File: src/rtl/imem_pkg.sv
// Shared types and helpers for the instruction-memory responder.
package imem_pkg;

    typedef enum logic [1:0] {
        IDLE = 2'd0,
        WAIT = 2'd1,
        RESP = 2'd2
    } state_t;

    localparam logic [31:0] NOP = 32'hD503201F;

    // A fetch faults when it is not word aligned or lands past the last word.
    function automatic logic is_fault(input logic [63:0] addr, input int depth);
        return (addr[1:0] != 2'b00) || ((addr >> 2) >= 64'(depth));
    endfunction

endpackage

File: src/rtl/imem_array.sv
// Instruction storage: synchronous write, registered read, read-before-write on a shared edge.
module imem_array #(
    parameter int W     = 32,
    parameter int DEPTH = 64,
    localparam int AW   = $clog2(DEPTH)
) (
    input  logic          clk,
    input  logic          reset,
    input  logic          we,
    input  logic [AW-1:0] waddr,
    input  logic [W-1:0]  wdata,
    input  logic          re,
    input  logic [AW-1:0] raddr,
    output logic [W-1:0]  rdata
);

    logic [W-1:0] mem [DEPTH];

    // Contents survive reset; reset only suppresses a write landing on the same edge.
    always_ff @(posedge clk) begin
        if (re) begin
            rdata <= mem[raddr];
        end
        if (we && !reset) begin
            mem[waddr] <= wdata;
        end
    end

endmodule

File: src/rtl/imem_responder.sv
// Fetch-side instruction memory responder: one outstanding request, fixed latency,
// NOP plus fault flag for misaligned or out-of-range addresses, flushable.
module imem_responder
    import imem_pkg::*;
#(
    parameter int N       = 64,
    parameter int W       = 32,
    parameter int DEPTH   = 64,
    parameter int LATENCY = 2
) (
    input  logic                     clk,
    input  logic                     reset,
    input  logic                     req_valid_F,
    output logic                     req_ready_F,
    input  logic [N-1:0]             imem_addr_F,
    input  logic                     flush_F,
    output logic                     resp_valid_F,
    input  logic                     resp_ready_F,
    output logic [W-1:0]             resp_data_F,
    output logic                     resp_fault_F,
    input  logic                     load_en,
    input  logic [$clog2(DEPTH)-1:0] load_addr,
    input  logic [W-1:0]             load_data,
    output state_t                   state
);

    localparam int AW = $clog2(DEPTH);
    localparam int CW = (LATENCY < 2) ? 1 : $clog2(LATENCY + 1);

    // Handshakes: a transfer happens on a rising edge where valid and ready are both
    // high; ready never looks at valid, and a producer holds valid and its payload
    // stable until the transfer completes.
    logic [CW-1:0] cnt;
    logic [N-1:0]  addr_q;
    logic          accept;
    logic          rd_en;
    logic [AW-1:0] rd_idx;
    logic [W-1:0]  rd_data;
    logic          fault;

    assign req_ready_F = (state == IDLE) && !flush_F;
    assign accept      = req_valid_F && req_ready_F;
    assign fault       = is_fault(64'(addr_q), DEPTH);

    // With zero latency the array is read on the acceptance edge straight from the bus.
    always_comb begin
        rd_en  = 1'b0;
        rd_idx = addr_q[AW+1:2];
        if (LATENCY == 0) begin
            rd_en  = accept;
            rd_idx = imem_addr_F[AW+1:2];
        end else begin
            rd_en  = (state == WAIT) && (cnt == CW'(1));
        end
    end

    imem_array #(
        .W     (W),
        .DEPTH (DEPTH)
    ) u_array (
        .clk   (clk),
        .reset (reset),
        .we    (load_en),
        .waddr (load_addr),
        .wdata (load_data),
        .re    (rd_en),
        .raddr (rd_idx),
        .rdata (rd_data)
    );

    // RESP spends its first cycle registering the array output, so valid rises
    // LATENCY+1 cycles after acceptance.
    always_ff @(posedge clk) begin
        if (reset) begin
            state        <= IDLE;
            cnt          <= '0;
            addr_q       <= '0;
            resp_valid_F <= 1'b0;
            resp_data_F  <= '0;
            resp_fault_F <= 1'b0;
        end else begin
            case (state)
                IDLE: begin
                    if (accept) begin
                        addr_q <= imem_addr_F;
                        cnt    <= CW'(LATENCY);
                        state  <= (LATENCY == 0) ? RESP : WAIT;
                    end
                end
                WAIT: begin
                    if (flush_F) begin
                        state <= IDLE;
                    end else begin
                        cnt <= cnt - CW'(1);
                        if (cnt == CW'(1)) begin
                            state <= RESP;
                        end
                    end
                end
                RESP: begin
                    if (flush_F) begin
                        state        <= IDLE;
                        resp_valid_F <= 1'b0;
                    end else if (!resp_valid_F) begin
                        resp_valid_F <= 1'b1;
                        resp_data_F  <= fault ? W'(NOP) : rd_data;
                        resp_fault_F <= fault;
                    end else if (resp_ready_F) begin
                        state        <= IDLE;
                        resp_valid_F <= 1'b0;
                    end
                end
                default: begin
                    state <= IDLE;
                end
            endcase
        end
    end

endmodule

File: config.mk
export PLATFORM = sky130hd
export DESIGN_NAME = imem_responder
export DESIGN_NICKNAME = d
export VERILOG_FILES = /design/src/rtl/imem_pkg.sv /design/src/rtl/imem_array.sv /design/src/rtl/imem_responder.sv
export SDC_FILE = /design/constraint.sdc
export NUM_CORES = 2
export LEC_CHECK = 0
export CORE_MARGIN = 2
export CORE_UTILIZATION = 45
export CTS_CLUSTER_DIAMETER = 200
export DETAILED_ROUTE_END_ITERATION = 8
export DONT_BUFFER_PORTS = 1
export SETUP_SLACK_MARGIN = 0.3
export SYNTH_ARGS = -nofsm -noshare
export SYNTH_HDL_FRONTEND = slang
export SYNTH_HIERARCHICAL = 1
export SYNTH_SLANG_ARGS = --single-unit
File: constraint.sdc
create_clock -name clk -period 9.4 [get_ports clk]
set_input_delay 2.82 -clock clk [delete_from_list [all_inputs] [get_ports clk]]
set_output_delay 2.82 -clock clk [all_outputs]
set_load 0.1 [all_outputs]
==> results.md <==
- Status: completed
- Static leakage: between 20 and 30 nW
- # DRC: 0
- Largest net degree at the start of global routing: 106
- Largest area contributor in the netlist: edfxtp_1
- Critical Path RT: about 6600 ps
- Critical-path maximum fanout: 6
- WL per Instance: 32.3 um
- Min-delay worst type: reg -> reg
- Logic pwr share: 3.6%
- Placed insts: approximately 6300
- Critical Path End Type: primary output
- Core Region: roughly 180000 um^2
- Sw Ratio: roughly a fifth
- Worst clock skew: 33.4 ps
- Total track usage: between 20% and 30%
- Seq/Total Area, Yosys: 77.8%
- Placer Congestion: about 0.81
- Final count of hold timing violations: 0
- Max_slew headroom: around 18%
- Endpoint arrival time on the critical path: roughly 3300 ps
- Post-layout min period: 6140 ps
- First-pass GRT wire length: between 300000 and 400000 um
- CP top delay family: buffers and inverters
- Max Fclk: between 150 and 200 MHz
- Die W: roughly 430 um
- WHS: between 400 and 500 ps
- First drt pass iteration count: 6
- Critical Setup Path Class: in -> out
- Setup TNS: 0 ps
- Die height: around 430 um
- Sw power: between 4 and 5 mW
- Routed vias: 40700
- Placed wire-length estimate: roughly 120000 um
- Seq pwr share: 54.6%
- RSZ-0062 raised after global routing: no
- Io pins: between 100 and 150
- Netlist cell types: 51
- Routed Antenna Nets: 0
- Pint: ~16 mW
- PortBufs: 0
- Max-slew violations: 0
- Slew of the pin with the lowest slew margin: 1240 ps
- Final Instance Count excl. Fillers: around 6700
- Synth Cell Area: a little over 80000 um^2
- Fin nets: ~4200
- Layout cell share with drive strength beyond 1: ~23%
- Rows: between 150 and 200
- Vias per inst: between 6 and 7
- Mapped Cells: between 3000 and 4000
- Syn avg cell area: about 21 um^2
- Overflow after GRT: 0
- CTS Root Cell: clkbuf_16
- Pwr Density: approximately 210 nW/um^2
- #FFs+latches synth: approximately 2200
- Post-CTS Hold Fix Bufs: 0
- Final Cycle Share: around two thirds
- Area growth from synthesis to layout: 12.0%
- Longest Clk Path Bufs: 3
- Post-CTS sizing: 0
- Syn_nets: approximately 4100
- Iter 0 DRT Violations: 5025
- Synthesis warning total: 6
- Clock group share of total power: about two fifths
- Synth top area share: between 70 and 80%
- Pwr Total: 19.6 mW
- VDD IR-drop max: 0.191 mV
- Initial antenna violation count: 16
- CP Buf/Inv Count: 1
- H-tree depth: 4
- Clk sink count: 2182
- Postcts setup bufs: 0
- CP max stage cell: clkbuf_16
- Highest cell delay on the worst timing path: ~270 ps
- Area contributors post-synth: edfxtp_1 75%, mux4_2 13%, dfxtp_1 2.5%, nand2_1 1.1%, mux2i_1 0.86%
- Initial core utilization: a little under half
- Die area: 188000 um^2
- CP Launch Type: input pin
- Max-cap violations: 0
- Post-Route WL: roughly 220000 um
- Worst path cell trace: nor3_2 > clkbuf_16
- CTS tree: yes
- # setup viols final: 0
- CTS Buf Count: between 200 and 250
- Vias in the first global route: 39800
- Clock Latency Late Sink: between 800 and 900 ps
- Clk pin slew, worst setup/hold paths: 60 ps
## sequential cells by signal (all words and copies together), names as in the netlist
name	count
u_array/mem	2048
cnt	2
addr_q	64
resp_data_F	32
u_array/rdata	32
resp_fault_F	1
resp_valid_F	1
state	2
## worst paths after layout
check        cells after the start               from  slack [ps]                 to
max                              2            flush_F        3260        req_ready_F
min                              1  u_array/rdata[17]         440    resp_data_F[17]
max reg2reg                      7          addr_q[4]        5170  u_array/rdata[14]
min reg2reg                      1  u_array/rdata[17]         440    resp_data_F[17]
## final cells by class
type,instances,area [um^2]
Multi-Input combinational cell,1556,17600
Clock buffer,282,5790
Tap cell,2464,3080
Timing Repair Buffer,106,913
Clock inverter,114,907
Antenna cell,9,22.5
Sequential cell,2182,64500
Fill cell,14700,90200
Inverter,2,7.51
## cell families after synthesis
group,synth area share (%)
AO/OA/AOI/OAI,2.94
AND/OR/NAND/NOR,3.49
flip-flops,77.8
buffers and inverters,1.63
multiplexers,14.1
adder cells (fa/ha/maj),0.0151
## power by group through the flow
| stage | Clock [mW] | Sequential, mW | Combinational, mW |
|---|---|---|---|
| final | 8.21 | 10.7 | 0.705 |
| after global routing | 8.73 | 10.7 | 0.734 |
| after CTS | 8.34 | 10.7 | 0.708 |
| after detailed placement | 0 | 10.9 | 0.706 |
| after global placement | 0 | 10.9 | 0.704 |
| after floorplan | 0 | 10.9 | 0.464 |
## metrics by stage
step | cell area, um^2 | util (%) | setup WS [ps]
2_1_floorplan | 82900 | - | 1650
3_3_place_gp | 86100 | 47.0 | 3260
3_5_place_dp | 86100 | 47.0 | 3260
4_1_cts | 92800 | 50.7 | 3260
5_1_grt | 92800 | 50.7 | 3220
6_report | 92800 | 50.7 | 3260
## cells in the final DEF, fill, tap and decap left out, drive strengths merged, types with 8 or more instances in the layout
master	count
edfxtp	2080
mux4	476
clkbuf	283
nand2	248
nor2	127
buf	105
dfxtp	102
clkinv	90
a21oi	89
mux2i	71
nand3	69
o22ai	56
a22oi	54
nand4	52
o221ai	52
nand2b	39
a211oi	33
o21ai	32
mux2	25
nor2b	25
nor4	20
o21a	13
and3	13
bufinv	12
nor3	12
diode	9
o211a	8
## routing by layer
metal / GRT usage [%] / wire length (um) / vias up
met4: 6.37 / 5770 / 0
met3: 4.01 / 17700 / 266
met5: 0 / 0 / -
met2: 36.7 / 104000 / 1750
met1: 33.3 / 89500 / 22000
li1: - / - / 16700
## cell usage after synthesis (all sizes together)
cell     instances
a211oi          33
a21o             1
a21oi           89
a221o            1
a221oi           1
a22oi           54
a2bb2oi          1
a311o            6
a31oi            7
and2             3
and3            13
and3b            1
buf            133
clkbuf          93
dfxtp          102
edfxtp        2080
ha               1
inv              2
mux2            25
mux2i           71
mux4           476
nand2          248
nand2b          39
nand3           69
nand3b           3
nand4           52
nor2           127
nor2b           25
nor3            12
nor3b            2
nor4            20
nor4b            1
o211a            8
o21a            13
o21ai           32
o221ai          52
o22a             6
o22ai           56
or2              3
or3              2
or3b             2
or4              1
(Power assumes the default switching activity.)
